===== config.mk =====
export PLATFORM = sky130hd
export DESIGN_NAME = cluster_scheduler
export DESIGN_NICKNAME = d
export VERILOG_FILES = /design/src/rtl/cluster_scheduler.sv
export SDC_FILE = /design/constraint.sdc
export NUM_CORES = 1
export LEC_CHECK = 0
export CAP_MARGIN = 30
export CORE_AREA = 2 2 278 280
export DETAILED_ROUTE_END_ITERATION = 10
export DIE_AREA = 0 0 280 282
export PLACE_DENSITY = 0.67
export SLEW_MARGIN = 20
export SYNTH_ARGS = -nofsm -noshare
export SYNTH_HDL_FRONTEND = slang
export SYNTH_SLANG_ARGS = --single-unit

===== constraint.sdc =====
create_clock -name clk -period 6.3 [get_ports clk]
set_input_delay 1.575 -clock clk [delete_from_list [all_inputs] [get_ports clk]]
set_output_delay 1.575 -clock clk [all_outputs]
set_load 0.05 [all_outputs]

===== src/rtl/cluster_scheduler.sv =====
// cluster_scheduler: fetches NUM_PE-wide instruction bundles and issues the
// longest hazard-free in-order prefix to the PE array. Lanes left unissued
// are fetched again at the head of the next bundle, so nothing is queued.
// The scheduler then waits for every issued lane to finish. The lowest lane
// that reports a redirect supplies the next PC. An all-zero word halts.
//
// Fetch handshake: im_req is raised with im_addr and both are held stable
// until im_valid is seen high while im_req is high. That cycle transfers
// im_data, and im_req drops on the following cycle. im_valid is ignored
// whenever im_req is low.
//
// Lane i of every wide bus sits at bits [32i+31:32i]. state_q is the
// observable FSM state for binding checkers.
module cluster_scheduler #(
  parameter int NUM_PE  = 4,
  parameter int PC_STEP = 1,
  parameter int CNT_W   = 32
) (
  input  logic                 clk,
  input  logic                 reset,
  input  logic                 start,
  input  logic [31:0]          start_pc,
  output logic                 im_req,
  output logic [NUM_PE*32-1:0] im_addr,
  input  logic                 im_valid,
  input  logic [NUM_PE*32-1:0] im_data,
  output logic [NUM_PE-1:0]    pe_issue_valid,
  output logic [NUM_PE*32-1:0] pe_pc,
  output logic [NUM_PE*32-1:0] pe_inst,
  input  logic [NUM_PE-1:0]    pe_done,
  input  logic [NUM_PE-1:0]    pe_redirect,
  input  logic [NUM_PE*32-1:0] pe_target,
  output logic                 busy,
  output logic                 halted,
  output logic [CNT_W-1:0]     issued_total
);

  localparam int KW = $clog2(NUM_PE + 1);
  localparam int LW = (NUM_PE > 1) ? $clog2(NUM_PE) : 1;

  typedef enum logic [2:0] {
    S_IDLE,
    S_FETCH,
    S_ISSUE,
    S_WAIT,
    S_HALTED
  } state_t;

  state_t                state_q, state_d;
  logic [31:0]           pc_q, pc_d;
  logic [31:0]           pc_next_q, pc_next_d;
  logic [NUM_PE*32-1:0]  bundle_q, bundle_d;
  logic [NUM_PE-1:0]     issued_mask_q, issued_mask_d;
  logic [NUM_PE-1:0]     done_mask_q, done_mask_d;
  logic                  redir_valid_q, redir_valid_d;
  logic [LW-1:0]         redir_lane_q, redir_lane_d;
  logic [31:0]           redir_target_q, redir_target_d;

  logic                  im_req_d;
  logic [NUM_PE*32-1:0]  im_addr_d;
  logic [NUM_PE-1:0]     pe_issue_valid_d;
  logic [NUM_PE*32-1:0]  pe_pc_d;
  logic [NUM_PE*32-1:0]  pe_inst_d;
  logic                  busy_d;
  logic                  halted_d;
  logic [CNT_W-1:0]      issued_total_d;

  // Per-lane decode of the latched bundle
  logic [4:0]            rd   [NUM_PE];
  logic [4:0]            rs1  [NUM_PE];
  logic [4:0]            rs2  [NUM_PE];
  logic [NUM_PE-1:0]     wr, u1, u2, cf, cf_prev;
  logic [NUM_PE-1:0]     stop_lane;
  logic [NUM_PE-1:0]     issue_mask;
  logic [KW-1:0]         k;
  logic                  k_found;

  // Completion and redirect tracking
  logic [NUM_PE-1:0]     done_now, redir_now;
  logic                  cand_valid, take_cand, eff_valid, all_done;
  logic [LW-1:0]         cand_lane;
  logic [31:0]           cand_target, eff_target, new_pc;

  function automatic logic op_writes_rd(input logic [6:0] op);
    return op inside {7'b0110011, 7'b0010011, 7'b0000011, 7'b0110111,
                      7'b0010111, 7'b1101111, 7'b1100111};
  endfunction

  function automatic logic op_uses_rs1(input logic [6:0] op);
    return op inside {7'b0110011, 7'b0010011, 7'b0000011, 7'b0100011,
                      7'b1100011, 7'b1100111};
  endfunction

  function automatic logic op_uses_rs2(input logic [6:0] op);
    return op inside {7'b0110011, 7'b0100011, 7'b1100011};
  endfunction

  function automatic logic op_is_cf(input logic [6:0] op);
    return op inside {7'b1100011, 7'b1101111, 7'b1100111};
  endfunction

  // PCs of every lane for a bundle starting at base (wraps modulo 2^32)
  function automatic logic [NUM_PE*32-1:0] lane_addrs(input logic [31:0] base);
    logic [NUM_PE*32-1:0] r;
    r = '0;
    for (int i = 0; i < NUM_PE; i++) begin
      r[i*32 +: 32] = base + 32'(i) * 32'(PC_STEP);
    end
    return r;
  endfunction

  // Decode register fields and opcode classes for each lane
  always_comb begin
    for (int i = 0; i < NUM_PE; i++) begin
      rd[i]  = bundle_q[i*32 + 7  +: 5];
      rs1[i] = bundle_q[i*32 + 15 +: 5];
      rs2[i] = bundle_q[i*32 + 20 +: 5];
      wr[i]  = op_writes_rd(bundle_q[i*32 +: 7]);
      u1[i]  = op_uses_rs1(bundle_q[i*32 +: 7]);
      u2[i]  = op_uses_rs2(bundle_q[i*32 +: 7]);
      cf[i]  = op_is_cf(bundle_q[i*32 +: 7]);
    end
  end

  // A lane after a control-flow lane may not issue in the same bundle
  assign cf_prev = cf << 1;

  // Flag each lane that must not issue: zero word, RAW/WAW on an earlier
  // lane's rd (x0 excluded), or sitting behind a control-flow instruction
  always_comb begin
    stop_lane = '0;
    for (int j = 0; j < NUM_PE; j++) begin
      if (bundle_q[j*32 +: 32] == 32'h0) stop_lane[j] = 1'b1;
      if (cf_prev[j]) stop_lane[j] = 1'b1;
      for (int i = 0; i < NUM_PE; i++) begin
        if (i < j && wr[i] && rd[i] != 5'd0 &&
            ((u1[j] && rs1[j] == rd[i]) ||
             (u2[j] && rs2[j] == rd[i]) ||
             (wr[j] && rd[j] == rd[i]))) begin
          stop_lane[j] = 1'b1;
        end
      end
    end
  end

  // Issue count: index of the first stopped lane, or NUM_PE if none
  always_comb begin
    k       = KW'(NUM_PE);
    k_found = 1'b0;
    for (int j = 0; j < NUM_PE; j++) begin
      if (stop_lane[j] && !k_found) begin
        k       = KW'(j);
        k_found = 1'b1;
      end
    end
  end

  // Thermometer mask of the lanes below k
  always_comb begin
    issue_mask = '0;
    for (int i = 0; i < NUM_PE; i++) begin
      issue_mask[i] = (KW'(i) < k);
    end
  end

  assign done_now  = pe_done & issued_mask_q;
  assign redir_now = done_now & pe_redirect;

  // Lowest lane reporting a redirect in this cycle
  always_comb begin
    cand_valid  = 1'b0;
    cand_lane   = '0;
    cand_target = '0;
    for (int i = NUM_PE - 1; i >= 0; i--) begin
      if (redir_now[i]) begin
        cand_valid  = 1'b1;
        cand_lane   = LW'(i);
        cand_target = pe_target[i*32 +: 32];
      end
    end
  end

  // A lower lane overrides a previously captured higher-lane redirect
  assign take_cand  = cand_valid && (!redir_valid_q || cand_lane < redir_lane_q);
  assign eff_valid  = take_cand || redir_valid_q;
  assign eff_target = take_cand ? cand_target : redir_target_q;
  assign all_done   = ((done_mask_q | done_now) == issued_mask_q);
  assign new_pc     = eff_valid ? eff_target : pc_next_q;

  // Next-state and registered-output logic
  always_comb begin
    state_d          = state_q;
    pc_d             = pc_q;
    pc_next_d        = pc_next_q;
    bundle_d         = bundle_q;
    issued_mask_d    = issued_mask_q;
    done_mask_d      = done_mask_q;
    redir_valid_d    = redir_valid_q;
    redir_lane_d     = redir_lane_q;
    redir_target_d   = redir_target_q;
    im_req_d         = im_req;
    im_addr_d        = im_addr;
    pe_issue_valid_d = '0;
    pe_pc_d          = '0;
    pe_inst_d        = '0;
    issued_total_d   = issued_total;

    case (state_q)
      S_IDLE, S_HALTED: begin
        if (start) begin
          pc_d      = start_pc;
          im_req_d  = 1'b1;
          im_addr_d = lane_addrs(start_pc);
          state_d   = S_FETCH;
        end
      end
      S_FETCH: begin
        im_req_d = 1'b1;
        if (im_req && im_valid) begin
          bundle_d = im_data;
          im_req_d = 1'b0;
          state_d  = S_ISSUE;
        end
      end
      S_ISSUE: begin
        if (k == '0) begin
          state_d = S_HALTED;
        end else begin
          for (int i = 0; i < NUM_PE; i++) begin
            if (issue_mask[i]) begin
              pe_issue_valid_d[i]   = 1'b1;
              pe_pc_d[i*32 +: 32]   = pc_q + 32'(i) * 32'(PC_STEP);
              pe_inst_d[i*32 +: 32] = bundle_q[i*32 +: 32];
            end
          end
          issued_mask_d  = issue_mask;
          pc_next_d      = pc_q + 32'(k) * 32'(PC_STEP);
          issued_total_d = issued_total + CNT_W'(k);
          state_d        = S_WAIT;
        end
      end
      S_WAIT: begin
        done_mask_d = done_mask_q | done_now;
        if (take_cand) begin
          redir_valid_d  = 1'b1;
          redir_lane_d   = cand_lane;
          redir_target_d = cand_target;
        end
        if (all_done) begin
          pc_d           = new_pc;
          issued_mask_d  = '0;
          done_mask_d    = '0;
          redir_valid_d  = 1'b0;
          redir_lane_d   = '0;
          redir_target_d = '0;
          im_req_d       = 1'b1;
          im_addr_d      = lane_addrs(new_pc);
          state_d        = S_FETCH;
        end
      end
      default: state_d = S_IDLE;
    endcase

    busy_d   = (state_d == S_FETCH) || (state_d == S_ISSUE) || (state_d == S_WAIT);
    halted_d = (state_d == S_HALTED);
  end

  // State and output registers; reset abandons any bundle in flight
  always_ff @(posedge clk or negedge reset) begin
    if (!reset) begin
      state_q        <= S_IDLE;
      pc_q           <= '0;
      pc_next_q      <= '0;
      bundle_q       <= '0;
      issued_mask_q  <= '0;
      done_mask_q    <= '0;
      redir_valid_q  <= 1'b0;
      redir_lane_q   <= '0;
      redir_target_q <= '0;
      im_req         <= 1'b0;
      im_addr        <= '0;
      pe_issue_valid <= '0;
      pe_pc          <= '0;
      pe_inst        <= '0;
      busy           <= 1'b0;
      halted         <= 1'b0;
      issued_total   <= '0;
    end else begin
      state_q        <= state_d;
      pc_q           <= pc_d;
      pc_next_q      <= pc_next_d;
      bundle_q       <= bundle_d;
      issued_mask_q  <= issued_mask_d;
      done_mask_q    <= done_mask_d;
      redir_valid_q  <= redir_valid_d;
      redir_lane_q   <= redir_lane_d;
      redir_target_q <= redir_target_d;
      im_req         <= im_req_d;
      im_addr        <= im_addr_d;
      pe_issue_valid <= pe_issue_valid_d;
      pe_pc          <= pe_pc_d;
      pe_inst        <= pe_inst_d;
      busy           <= busy_d;
      halted         <= halted_d;
      issued_total   <= issued_total_d;
    end
  end

endmodule

==> run metrics <==
RePlAce Congestion 1.03; GR Overflow Total 0; post-layout util 54.4%; CP Max Fanout 24; Slew Limit Fails 0; detail-routed via count per cell 5.45; antenna violations before repair 10; CP max-delay cell or4_1; final setup vio count 0; wire length on met2 58.0 mm; Slew @ Worst Pin 1.03 ns; TritonCTS clock tree yes; EDFF count, synth 0; RR Endpoint pc_next_q[30]; die height 282 um; initial core utilization 39.4%; ranking of synthesized cells by area dfrtp_1 (53%), nand2_1 (8.5%), xnor2_1 (5.0%), nor2_1 (3.7%), and2_1 (3.1%); area share of the leading cell type in the synthesized netlist 52.7%; most common cell after layout, fill and taps aside clkdlybuf4s50_1; Rows 101; Design Area, Final 0.0411 mm^2; Worst Setup SP pe_done[2]; CP peak stage delay 0.66 ns; HP Class reg2reg; Post-synth top flop dfrtp_1; critical path endpoint im_addr[63]; hold_buf cts 0; max layer used met5; Peak VDD IR 257 uV; CTS H-tree lvls 3; DR pass1 iterations 7; register area 0.0157 mm^2; FF-to-FF path depth 15; pwr dens 555 mW/mm^2; Clk Latency, worst-skew pair 0.63 ns; final worst-path cycle share 89.8%; final worst path period need 5.66 ns; Core ar. 0.0757 mm^2; Seq/Total Area, Yosys 52.7%; placed instance area 0.0386 mm^2; Cell Area, Synth 0.0298 mm^2; yosys warns 0; endpoints failing hold 0; drt wl/cell 24.8 um; commonest cells after routing, fill and taps aside clkdlybuf4s50_1 (721), nand2_1 (676), dfrtp_1 (627); Lkg Pwr 18.1 nW; DRT met1 WL 50.4 mm; register bit total from synthesis 627; syn_area_per_cell 9.29 um^2; initial DRC count 2499; Routed met3 length 8.75 mm; Worst setup SP type primary input; Final #Nets 4248; largest net degree at the start of global routing 133; status finished, final reports clean; Max transition margin 31.3%; Detail Placement HPWL 92.5 mm; die area 0.0790 mm^2; fill cell count 6851; post-CTS setup buffers 0; DR DRC count 0; Final Power 22.8 mW; Reg-to-Reg Start bundle_q[10]; Cells after Synth 3208; area growth from synthesis to layout 38.1%; Mapped Nets 3525; CTS root buf clkbuf_16; crit end category flip-flop; worst path required time 6.80 ns; ys async rst share 100%; global-route wire length before repair 179 mm; number of global-route vias before repair 26400; CTS buffer count 71; port buffer count 722; Routed Antenna Nets 0; Synth area leader dfrtp_1; Final Skew 0.0371 ns; Crit path arrival time 6.16 ns; area occupied by multi-input gates 0.0131 mm^2; I/O Pins 723; RSZ-0062 raised after global routing no; layout cell share with drive strength beyond 1 8.33%; Fmax 177 MHz; kind of critical path in2reg; post-route setup TNS 0 ns; chip width 280 um; Crit path top cell by count or4_1; post-CTS sizing 0; CTS Buffer Depth 3; reg2reg setup slack 0.81 ns; clock-pin slew of the registers on the worst-case setup and hold paths 0.06 ns; CTS sink cnt 627; overall routing resource usage 30.7%; WL final 123 mm; via count 27100; CP Cell Sequence clkdlybuf4s50_1 -> nand3_1 -> a211oi_2 -> ha_1 -> nor2b_1 -> o21a_1 -> a211oi_4 -> buf_4 -> a22oi_1 -> a31o_1 -> or4_1 -> or4_1 -> o31a_1 -> a221o_1; Distinct cells, synth 81; Max-Cap Viols 0
[metrics by stage]
| stage | setup WS (ns) | hold WS (ns) | cells |
|---|---|---|---|
| 2_1_floorplan | 0.00127 | 0.444 | 3208 |
| 3_3_place_gp | 0.0760 | 0.457 | 4831 |
| 3_5_place_dp | 0.0822 | 0.467 | 4833 |
| 4_1_cts | 0.734 | 0.481 | 4961 |
| 5_1_grt | 0.432 | 0.509 | 4969 |
| 6_report | 0.644 | 0.479 | 4969 |
[cell usage after synthesis (all sizes together), types with 5 or more instances]
| master | n |
|---|---|
| a311oi | 23 |
| a22oi | 20 |
| a41oi | 7 |
| o31ai | 21 |
| nor4 | 69 |
| xnor2 | 169 |
| buf | 61 |
| nand4b | 5 |
| nand2b | 7 |
| nand4 | 38 |
| a22o | 23 |
| o2111ai | 6 |
| a31o | 18 |
| inv | 29 |
| clkbuf | 173 |
| xor2 | 102 |
| mux2i | 9 |
| a21oi | 94 |
| nand2 | 676 |
| nor2b | 7 |
| and4 | 34 |
| nor3 | 53 |
| ha | 15 |
| dfrtp | 627 |
| nand3 | 110 |
| a41o | 8 |
| and3 | 56 |
| nor2 | 296 |
| o21ai | 151 |
| nor3b | 7 |
| or2 | 5 |
| a21o | 15 |
| and2 | 149 |
| or4 | 17 |
| a31oi | 39 |
| or3 | 10 |
[logic make-up after synthesis]
group           share of synthesized area (%)
simple gates                             24.4
fa+ha+maj                               0.764
xor+xnor                                 7.97
buf+inv                                  3.53
flops                                    52.7
compound gates                           10.2
mux                                     0.454
[worst max-delay path, delay by kind of cell]
family | cells | cell delay, ns
AO/OA/AOI/OAI | 7 | 1.88
AND/OR/NAND/NOR | 4 | 1.53
buffers and inverters | 2 | 0.83
adder cells (fa/ha/maj) | 1 | 0.32
[layer usage]
layer  up-vias  GRT usage, %
met5         -             0
met4         4          14.3
met3       242          5.58
met2      1208          48.9
met1     13300          40.7
li1      12300             -
[final cells by class]
class	count	share of cell area, %
clock inverters	30	0.967
inverters	29	0.265
clock buffers	98	4.96
flip-flops and latches	627	38.1
repair buffers	884	20.8
diodes	5	0.0304
well taps	978	2.97
multi-input cells	2318	31.9
[registers in the layout (all words and copies together), names as in the netlist, 2 cells and up]
register,count
issued_total,32
im_addr,95
pc_next_q,32
bundle_q,128
pe_pc,128
redir_lane_q,2
pe_issue_valid,4
done_mask_q,4
state_q,3
issued_mask_q,4
pe_inst,128
pc_q,31
redir_target_q,32
[where the power goes]
| part | switching, mW | leakage (nW) | internal (mW) |
|---|---|---|---|
| clock | 1.76 | 1.20 | 2.58 |
| sequential | 1.59 | 8.14 | 5.36 |
| combinational | 7.56 | 8.71 | 3.98 |
[how the worst min path moves through the flow]
stage / start / endpoint / slack (ns) / cells after the start
finish: issued_total[31] / issued_total[31] / 0.48 / 1
global route: pc_next_q[31] / pc_next_q[31] / 0.51 / 2
detailed placement: issued_total[31] / issued_total[31] / 0.47 / 1
floorplan: redir_target_q[1] / redir_target_q[1] / 0.44 / 2
CTS: issued_total[31] / issued_total[31] / 0.48 / 1
global placement: issued_total[31] / issued_total[31] / 0.46 / 1
Note: power is estimated with default switching activity, not from simulation.
